**config.mk**
```make
export PLATFORM = sky130hd
export DESIGN_NAME = mem_bus_arbiter_flat
export DESIGN_NICKNAME = d
export VERILOG_FILES = /design/src/rtl/mem_bus_arbiter_pkg.sv /design/src/rtl/mem_bus_arbiter_if.sv /design/src/rtl/mem_bus_watchdog.sv /design/src/rtl/mem_bus_arbiter.sv /design/src/flat_wrapper.sv
export SDC_FILE = /design/constraint.sdc
export NUM_CORES = 1
export LEC_CHECK = 0
export CORE_MARGIN = 10
export CORE_UTILIZATION = 44
export CTS_BUF_LIST = sky130_fd_sc_hd__clkbuf_4
export DETAILED_ROUTE_END_ITERATION = 8
export HOLD_SLACK_MARGIN = 0.05
export PLACE_DENSITY = 0.82
export SLEW_MARGIN = 20
export SYNTH_ARGS = -nofsm -noshare
export SYNTH_HDL_FRONTEND = slang
export SYNTH_SLANG_ARGS = --single-unit
```
**constraint.sdc**
```tcl
create_clock -name clk_i -period 5.21 [get_ports clk_i]
set_clock_uncertainty 0.2 [all_clocks]
set_input_delay 1.042 -clock clk_i [delete_from_list [all_inputs] [get_ports clk_i]]
set_output_delay 1.042 -clock clk_i [all_outputs]
set_load 0.1 [all_outputs]
```
**src/rtl/mem_bus_arbiter_pkg.sv**
```systemverilog
// Shared types and constants for the two-requester external memory bus arbiter.
package mem_bus_arb_pkg;

  typedef enum logic [1:0] {
    IDLE = 2'b00,
    BUS  = 2'b01,
    RESP = 2'b10
  } state_t;

  typedef enum logic {
    REQ_IF = 1'b0,
    REQ_LS = 1'b1
  } req_id_t;

  localparam logic [1:0] SIZE_BYTE = 2'b00;
  localparam logic [1:0] SIZE_HALF = 2'b01;
  localparam logic [1:0] SIZE_WORD = 2'b10;
  localparam logic [1:0] SIZE_RSVD = 2'b11;

  function automatic logic misaligned(input logic [1:0] size, input logic [1:0] addr_lo);
    case (size)
      SIZE_WORD: return addr_lo != 2'b00;
      SIZE_HALF: return addr_lo[0];
      default:   return 1'b0;
    endcase
  endfunction

endpackage

```
**src/rtl/mem_bus_arbiter_if.sv**
```systemverilog
// External peripheral memory bus; the arbiter is the master, the memory the slave.
interface mem_bus_arbiter_if #(
  parameter int unsigned BUS_ADDR_W = 16
);
  logic                  O_BUS_EN;
  logic                  O_BUS_WE;
  logic [1:0]            O_BUS_SIZE;
  logic [BUS_ADDR_W-1:0] O_BUS_ADDR;
  logic [31:0]           O_BUS_WRITE_DATA;
  logic                  I_BUS_RDY;
  logic [31:0]           I_BUS_READ_DATA;

  modport master (
    output O_BUS_EN, O_BUS_WE, O_BUS_SIZE, O_BUS_ADDR, O_BUS_WRITE_DATA,
    input  I_BUS_RDY, I_BUS_READ_DATA
  );

  modport slave (
    input  O_BUS_EN, O_BUS_WE, O_BUS_SIZE, O_BUS_ADDR, O_BUS_WRITE_DATA,
    output I_BUS_RDY, I_BUS_READ_DATA
  );
endinterface

```
**src/rtl/mem_bus_watchdog.sv**
```systemverilog
// Per-transaction RDY watchdog: counts enabled cycles, flags the cycle whose edge reaches TIMEOUT.
module mem_bus_watchdog #(
  parameter int unsigned TO_W    = 8,
  parameter int unsigned TIMEOUT = 255
) (
  input  logic clk_i,
  input  logic rst_i,
  input  logic clear_i,
  input  logic enable_i,
  output logic expire_o
);

  logic [TO_W-1:0] count_q, count_d;

  always_comb begin
    count_d = count_q;
    if (clear_i)       count_d = '0;
    else if (enable_i) count_d = count_q + 1'b1;
  end

  always_ff @(posedge clk_i or posedge rst_i) begin
    if (rst_i) count_q <= '0;
    else       count_q <= count_d;
  end

  // Asserted in the last allowed cycle so the bus drops exactly TIMEOUT cycles after it rose.
  assign expire_o = enable_i && (count_q == TO_W'(TIMEOUT - 1));

endmodule

```
**src/rtl/mem_bus_arbiter.sv**
```systemverilog
// Shares one external memory bus between instruction fetch and load/store, with
// fixed ls priority, fetch anti-starvation, request validation and an RDY watchdog.
module mem_bus_arbiter
  import mem_bus_arb_pkg::*;
#(
  parameter int unsigned BUS_ADDR_W    = 16,
  parameter int unsigned TIMEOUT       = 255,
  parameter int unsigned TO_W          = 8,
  parameter int unsigned LS_STREAK_MAX = 4
) (
  input  logic               clk_i,
  input  logic               rst_i,
  input  logic               if_req_i,
  input  logic [31:0]        if_addr_i,
  output logic               if_ack_o,
  output logic               if_err_o,
  output logic [31:0]        if_rdata_o,
  input  logic               ls_req_i,
  input  logic               ls_we_i,
  input  logic [1:0]         ls_size_i,
  input  logic [31:0]        ls_addr_i,
  input  logic [31:0]        ls_wdata_i,
  output logic               ls_ack_o,
  output logic               ls_err_o,
  output logic [31:0]        ls_rdata_o,
  mem_bus_arbiter_if.master  bus,
  output logic               busy_o
);

  localparam int unsigned STREAK_W = (LS_STREAK_MAX < 1) ? 1 : $clog2(LS_STREAK_MAX + 1);
  localparam logic [STREAK_W-1:0] STREAK_MAX = STREAK_W'(LS_STREAK_MAX);

  state_t                state_q, state_d;
  req_id_t               gnt_q, gnt_d;
  logic                  err_q, err_d;
  logic                  we_q, we_d;
  logic [1:0]            size_q, size_d;
  logic [BUS_ADDR_W-1:0] addr_q, addr_d;
  logic [31:0]           wdata_q, wdata_d;
  logic [31:0]           if_rdata_q, if_rdata_d;
  logic [31:0]           ls_rdata_q, ls_rdata_d;
  logic [STREAK_W-1:0]   streak_q, streak_d;

  logic        pick_ls;
  logic [31:0] cand_addr;
  logic [1:0]  cand_size;
  logic        cand_bad;
  logic        wd_expire;

  mem_bus_watchdog #(
    .TO_W    (TO_W),
    .TIMEOUT (TIMEOUT)
  ) u_watchdog (
    .clk_i    (clk_i),
    .rst_i    (rst_i),
    .clear_i  (state_q != BUS),
    .enable_i (state_q == BUS),
    .expire_o (wd_expire)
  );

  // Fetch wins a contest only once load/store has taken LS_STREAK_MAX grants in a row.
  assign pick_ls   = ls_req_i && !(if_req_i && (streak_q == STREAK_MAX));
  assign cand_addr = pick_ls ? ls_addr_i : if_addr_i;
  assign cand_size = pick_ls ? ls_size_i : SIZE_WORD;
  assign cand_bad  = (|cand_addr[31:BUS_ADDR_W]) || (cand_size == SIZE_RSVD) ||
                     misaligned(cand_size, cand_addr[1:0]);

  always_comb begin
    state_d    = state_q;
    gnt_d      = gnt_q;
    err_d      = err_q;
    we_d       = we_q;
    size_d     = size_q;
    addr_d     = addr_q;
    wdata_d    = wdata_q;
    if_rdata_d = if_rdata_q;
    ls_rdata_d = ls_rdata_q;
    streak_d   = streak_q;
    case (state_q)
      IDLE: begin
        if (!if_req_i) streak_d = '0;
        if (ls_req_i || if_req_i) begin
          gnt_d = pick_ls ? REQ_LS : REQ_IF;
          if (!pick_ls)                                  streak_d = '0;
          else if (if_req_i && (streak_q != STREAK_MAX)) streak_d = streak_q + 1'b1;
          if (cand_bad) begin
            err_d   = 1'b1;
            state_d = RESP;
          end else begin
            err_d   = 1'b0;
            we_d    = pick_ls && ls_we_i;
            size_d  = cand_size;
            addr_d  = cand_addr[BUS_ADDR_W-1:0];
            wdata_d = pick_ls ? ls_wdata_i : '0;
            state_d = BUS;
          end
        end
      end
      BUS: begin
        if (bus.I_BUS_RDY) begin
          err_d   = 1'b0;
          state_d = RESP;
          if (!we_q) begin
            if (gnt_q == REQ_LS) ls_rdata_d = bus.I_BUS_READ_DATA;
            else                 if_rdata_d = bus.I_BUS_READ_DATA;
          end
        end else if (wd_expire) begin
          err_d   = 1'b1;
          state_d = RESP;
        end
      end
      RESP:    state_d = IDLE;
      default: state_d = IDLE;
    endcase
  end

  always_ff @(posedge clk_i or posedge rst_i) begin
    if (rst_i) begin
      state_q    <= IDLE;
      gnt_q      <= REQ_IF;
      err_q      <= 1'b0;
      we_q       <= 1'b0;
      size_q     <= '0;
      addr_q     <= '0;
      wdata_q    <= '0;
      if_rdata_q <= '0;
      ls_rdata_q <= '0;
      streak_q   <= '0;
    end else begin
      state_q    <= state_d;
      gnt_q      <= gnt_d;
      err_q      <= err_d;
      we_q       <= we_d;
      size_q     <= size_d;
      addr_q     <= addr_d;
      wdata_q    <= wdata_d;
      if_rdata_q <= if_rdata_d;
      ls_rdata_q <= ls_rdata_d;
      streak_q   <= streak_d;
    end
  end

  assign bus.O_BUS_EN         = (state_q == BUS);
  assign bus.O_BUS_WE         = (state_q == BUS) && we_q;
  assign bus.O_BUS_SIZE       = (state_q == BUS) ? size_q : '0;
  assign bus.O_BUS_ADDR       = (state_q == BUS) ? addr_q : '0;
  assign bus.O_BUS_WRITE_DATA = (state_q == BUS) ? wdata_q : '0;

  assign if_ack_o   = (state_q == RESP) && (gnt_q == REQ_IF) && !err_q;
  assign if_err_o   = (state_q == RESP) && (gnt_q == REQ_IF) &&  err_q;
  assign ls_ack_o   = (state_q == RESP) && (gnt_q == REQ_LS) && !err_q;
  assign ls_err_o   = (state_q == RESP) && (gnt_q == REQ_LS) &&  err_q;
  assign if_rdata_o = if_rdata_q;
  assign ls_rdata_o = ls_rdata_q;
  assign busy_o     = (state_q != IDLE);

endmodule

```
**src/flat_wrapper.sv**
```systemverilog
// flat-port wrapper written by rule: the top's interface ports become plain ports
module mem_bus_arbiter_flat import mem_bus_arb_pkg::*;
#(
  parameter int unsigned BUS_ADDR_W    = 16,
  parameter int unsigned TIMEOUT       = 255,
  parameter int unsigned TO_W          = 8,
  parameter int unsigned LS_STREAK_MAX = 4
)
  (clk_i, rst_i, if_req_i, if_addr_i, if_ack_o, if_err_o, if_rdata_o, ls_req_i, ls_we_i, ls_size_i, ls_addr_i, ls_wdata_i, ls_ack_o, ls_err_o, ls_rdata_o, busy_o, bus_O_BUS_EN, bus_O_BUS_WE, bus_O_BUS_SIZE, bus_O_BUS_ADDR, bus_O_BUS_WRITE_DATA, bus_I_BUS_RDY, bus_I_BUS_READ_DATA);
  mem_bus_arbiter_if #(.BUS_ADDR_W(BUS_ADDR_W)) bus_i ();
  input  logic clk_i;
  input  logic rst_i;
  input  logic if_req_i;
  input  logic [31:0] if_addr_i;
  output logic if_ack_o;
  output logic if_err_o;
  output logic [31:0] if_rdata_o;
  input  logic ls_req_i;
  input  logic ls_we_i;
  input  logic [1:0] ls_size_i;
  input  logic [31:0] ls_addr_i;
  input  logic [31:0] ls_wdata_i;
  output logic ls_ack_o;
  output logic ls_err_o;
  output logic [31:0] ls_rdata_o;
  output logic busy_o;
  output wire logic [$bits(bus_i.O_BUS_EN)-1:0] bus_O_BUS_EN;
  output wire logic [$bits(bus_i.O_BUS_WE)-1:0] bus_O_BUS_WE;
  output wire logic [$bits(bus_i.O_BUS_SIZE)-1:0] bus_O_BUS_SIZE;
  output wire logic [$bits(bus_i.O_BUS_ADDR)-1:0] bus_O_BUS_ADDR;
  output wire logic [$bits(bus_i.O_BUS_WRITE_DATA)-1:0] bus_O_BUS_WRITE_DATA;
  input wire logic [$bits(bus_i.I_BUS_RDY)-1:0] bus_I_BUS_RDY;
  input wire logic [$bits(bus_i.I_BUS_READ_DATA)-1:0] bus_I_BUS_READ_DATA;
  assign bus_O_BUS_EN = bus_i.O_BUS_EN;
  assign bus_O_BUS_WE = bus_i.O_BUS_WE;
  assign bus_O_BUS_SIZE = bus_i.O_BUS_SIZE;
  assign bus_O_BUS_ADDR = bus_i.O_BUS_ADDR;
  assign bus_O_BUS_WRITE_DATA = bus_i.O_BUS_WRITE_DATA;
  assign bus_i.I_BUS_RDY = bus_I_BUS_RDY;
  assign bus_i.I_BUS_READ_DATA = bus_I_BUS_READ_DATA;
  mem_bus_arbiter #(.BUS_ADDR_W(BUS_ADDR_W), .TIMEOUT(TIMEOUT), .TO_W(TO_W), .LS_STREAK_MAX(LS_STREAK_MAX)) u_core (.clk_i(clk_i), .rst_i(rst_i), .if_req_i(if_req_i), .if_addr_i(if_addr_i), .if_ack_o(if_ack_o), .if_err_o(if_err_o), .if_rdata_o(if_rdata_o), .ls_req_i(ls_req_i), .ls_we_i(ls_we_i), .ls_size_i(ls_size_i), .ls_addr_i(ls_addr_i), .ls_wdata_i(ls_wdata_i), .ls_ack_o(ls_ack_o), .ls_err_o(ls_err_o), .ls_rdata_o(ls_rdata_o), .bus(bus_i), .busy_o(busy_o));
endmodule
```
==> run summary <==
The initial antenna violation count came out at 0. The placeable core region came out at between 10000 and 15000 sq um. Ranked by total cell area, the synthesized netlist is headed by sky130_fd_sc_hd__dfrtp_1, sky130_fd_sc_hd__mux2_2, sky130_fd_sc_hd__nand2_1.

The number of nets handed over by synthesis was 679. The combined global-route utilization of all metal layers came out at between 10% and 20%. The leakage power summed over all cells is 4.31 nW. The flip-flop and latch count after synthesis is 130.

The highest ir drop seen on vdd came out at 0.154 mV. The sum of net half-perimeters after detailed placement is 14600 microns. The final routed wire length divided by cell count is around 19 microns. The net count reported at finish came out at ~940. The total clock buffers created by CTS is 17. The quantity of I/O buffers inserted on ports is 256. The setup slack after layout came out at 1.06 ns.

The number of warnings reported in the yosys synthesis log is 0. The routed layout has 4894 vias. The area share of the largest cell type after synthesis is a little over half. Setup repair after global routing left no endpoint under its margin. The H-tree was split into 4 levels.

The time the final worst path needs with I/O delays and setup came out at around 4.1 ns. The floorplan has 42 rows. In this run the count of I/O pins placed on the die edge is ~260. The height of the die came out at 138 microns. The area of the mapped netlist came out at approximately 6000 sq um. The gate count after technology mapping came out at 536.

The setup-violating endpoint count in the final report is 0. The clock insertion delay at the later pin of the skew report is 0.54 ns. The average cell area after synthesis came out at 11.4 sq um. The layout-stage area growth over the synthesis result came out at 49.0%.

The power density of the placed cells came out at 256 nW/um^2. The number of remaining DRC errors is 0. The total of fill cells in the finished design came out at between 900 and 1000. The final setup TNS came out at 0 ns.

The antenna violation net count after detailed routing came out at 0. The arrival time at the worst endpoint came out at 2.91 ns. The clock input transition at the sequential cells of the worst setup and hold paths is ~0.11 ns.

The critical path data required time is 3.97 ns. Yosys mapped the design onto slightly above 40 distinct sky130hd cell types. At the pin with the least slew margin, the transition time is 1.08 ns. The number of buffers inserted for hold repair after clock tree synthesis came out at 0. The total setup buffers inserted after CTS came out at 0. Of the cells placed in the final design, the portion with a size suffix greater than 1 is about a fifth. The number of global-route vias before repair is 5306. The number of pins with negative max-slew slack in the final report came out at 0. The largest area contributor in the synthesized netlist is sky130_fd_sc_hd__dfrtp_1. The CTS tree is done. The flow ran to the end, and the final reports show no timing, DRC or antenna violations. The DRC marker count from the first detailed-route iteration came out at approximately 180.

The worst max-slew margin expressed relative to the limit came out at between 20% and 30%. STA classifies the critical path endpoint as an output port. The tree built by TritonCTS fans out to 130 sinks. For this run the aggregate overflow at the end of global routing stands at 0. Timing would allow up to roughly 0.24 GHz. The deepest clock path buffer count is 2.

The max-capacitance violation count is 0. The first global-routing pass estimated between 20000 and 30000 microns of wire. The last weighted congestion value of the routability-driven placer came out at 0.840. The number of endpoints with negative hold slack in the final report came to 0. The worst setup path is launched from a flip-flop. The die footprint came out at about 19000 sq um. The pre-CTS setup slack is 0.697 ns. The total wirelength of the detailed-routed design is 18600 microns. The horizontal extent of the die came out at 138 microns. The initial core utilization came out at around 46%. The cell sitting at the root of the clock tree is a sky130_fd_sc_hd__clkbuf_4. The critical path start-end classification is flip-flop to output port. The count of TritonRoute iterations in the first routing pass is 4.

The final clock period utilization by the worst path came out at between 70% and 80%. After detailed routing, the number of vias per cell comes to 4.99. The class of the worst hold path is flip-flop to flip-flop. Entering global routing, the biggest net connects 89 pins. The highest net fanout along the worst path is 13.

0 antenna diodes ended up in the layout. Post-CTS repair changed the size of 0 cells. The sequential cell area fraction in the yosys report came out at 53.3%.
==> report_power, final <==
part / internal, W / switching, W / total (W)
combinational: 0.000150 / 0.000222 / 0.000371
sequential: 0.00103 / 0.0000162 / 0.00104
clock: 0.000538 / 0.000375 / 0.000913
total: 0.00171 / 0.000612 / 0.00233
==> registers in the layout, indices dropped and copies added (netlist names) <==
signal,cells
u_core.gnt_q,1
u_core.streak_q,3
u_core.if_rdata_o,32
u_core.err_q,1
u_core.u_watchdog.count_q,8
u_core.wdata_q,32
u_core.addr_q,16
u_core.size_q,2
u_core.ls_rdata_o,32
u_core.we_q,1
u_core.state_q,2
==> routing by layer <==
metal | wire, microns | up-vias | global-route usage [%]
li1 | - | 2287 | -
met5 | 0 | - | 0
met4 | 204 | 0 | 5.50
met2 | 8750 | 231 | 31.1
met3 | 2030 | 14 | 8.85
met1 | 7640 | 2362 | 22.5
==> critical path, cell delays in order (launching register included) <==
cell and delay [ns]:
sky130_fd_sc_hd__dfrtp_1 0.45, sky130_fd_sc_hd__nand2b_1 0.37, sky130_fd_sc_hd__buf_4 0.30, sky130_fd_sc_hd__nor2_1 0.10
sky130_fd_sc_hd__clkdlybuf4s50_1 1.15
==> final timing paths <==
check,start,endpoint,slack (ns),depth (start not counted)
min,u_core.ls_rdata_o[1],u_core.ls_rdata_o[1],0.32,1
max,u_core.state_q[1],bus_O_BUS_WRITE_DATA[25],1.06,4
min reg2reg,u_core.ls_rdata_o[1],u_core.ls_rdata_o[1],0.32,1
max reg2reg,u_core.streak_q[0],u_core.addr_q[15],1.59,13
min in group asynchronous,rst_i,u_core.wdata_q[7],0.82,2
max in group asynchronous,rst_i,u_core.ls_rdata_o[5],3.14,3
==> cells in the final DEF, fill, tap and decap left out, types with 6 or more instances in the layout <==
master,n
sky130_fd_sc_hd__nor4_1,6
sky130_fd_sc_hd__inv_1,40
sky130_fd_sc_hd__dfrtp_1,130
sky130_fd_sc_hd__nand3_1,8
sky130_fd_sc_hd__bufinv_16,7
sky130_fd_sc_hd__mux2i_1,33
sky130_fd_sc_hd__and2_1,40
sky130_fd_sc_hd__nand2_1,90
sky130_fd_sc_hd__buf_4,47
sky130_fd_sc_hd__o21ai_0,10
sky130_fd_sc_hd__clkbuf_4,19
sky130_fd_sc_hd__mux2_2,65
sky130_fd_sc_hd__clkdlybuf4s50_1,215
sky130_fd_sc_hd__ha_1,7
sky130_fd_sc_hd__mux2_4,17
sky130_fd_sc_hd__nor2_1,26
==> through the flow <==
step	util [%]	cell area [sq um]	power, W	instances	hold slack, ns
after floorplan	-	6100	0.00126	536	0.272
after global placement	64.9	8690	0.00143	949	0.287
after detailed placement	64.9	8690	0.00144	949	0.285
after CTS	67.8	9090	0.00235	981	0.319
after global routing	67.9	9090	0.00243	981	0.325
final	67.9	9090	0.00233	981	0.315
==> logic make-up (layout without fill, tap and decap cells) <==
kind of cell	Yosys count	in the layout	synth area share (%)
flip-flops	130	130	53.3
multiplexers	115	115	21.6
AO/OA/AOI/OAI	21	21	2.36
XOR/XNOR	6	6	0.861
AND/OR/NAND/NOR	189	189	15.0
adder cells (fa/ha/maj)	7	7	1.43
buffers and inverters	68	337	5.47
==> synth_stat cells <==
library cell and count:
sky130_fd_sc_hd__dfrtp_1 130, sky130_fd_sc_hd__nand2_1 90, sky130_fd_sc_hd__mux2_2 65, sky130_fd_sc_hd__inv_1 42, sky130_fd_sc_hd__and2_1 41, sky130_fd_sc_hd__mux2i_1 33, sky130_fd_sc_hd__nor2_1 26, sky130_fd_sc_hd__mux2_4 17
sky130_fd_sc_hd__clkbuf_1 12, sky130_fd_sc_hd__o21ai_0 10, sky130_fd_sc_hd__nand3_1 8, sky130_fd_sc_hd__buf_2 7, sky130_fd_sc_hd__ha_1 7, sky130_fd_sc_hd__nor4_1 6, sky130_fd_sc_hd__buf_6 5, sky130_fd_sc_hd__xor2_1 5
sky130_fd_sc_hd__nor3_1 4, sky130_fd_sc_hd__a21oi_1 2, sky130_fd_sc_hd__and3_1 2, sky130_fd_sc_hd__buf_12 2, sky130_fd_sc_hd__nor4bb_1 2, sky130_fd_sc_hd__a211oi_1 1, sky130_fd_sc_hd__a21oi_2 1, sky130_fd_sc_hd__a221oi_2 1
sky130_fd_sc_hd__a311o_1 1, sky130_fd_sc_hd__a31oi_1 1, sky130_fd_sc_hd__a32o_1 1, sky130_fd_sc_hd__and4b_1 1, sky130_fd_sc_hd__nand2_2 1, sky130_fd_sc_hd__nand2b_1 1, sky130_fd_sc_hd__nand3_2 1, sky130_fd_sc_hd__nand4_1 1
sky130_fd_sc_hd__nand4b_1 1, sky130_fd_sc_hd__nor3_4 1, sky130_fd_sc_hd__nor4b_1 1, sky130_fd_sc_hd__nor4b_2 1, sky130_fd_sc_hd__o211a_1 1, sky130_fd_sc_hd__o21ba_2 1, sky130_fd_sc_hd__o22ai_1 1, sky130_fd_sc_hd__or3_1 1
sky130_fd_sc_hd__xnor2_1 1
==> layout make-up <==
type	count	area (sq um)	area share (%)
sequential	130	3250	35.8
multi-input combinational	338	2530	27.9
timing repair buffer	263	2520	27.8
clock inverter	13	255	2.81
tap	176	220	2.42
inverter	42	163	1.79
clock buffer	19	143	1.57
Note: power is estimated with default switching activity, not from simulation.
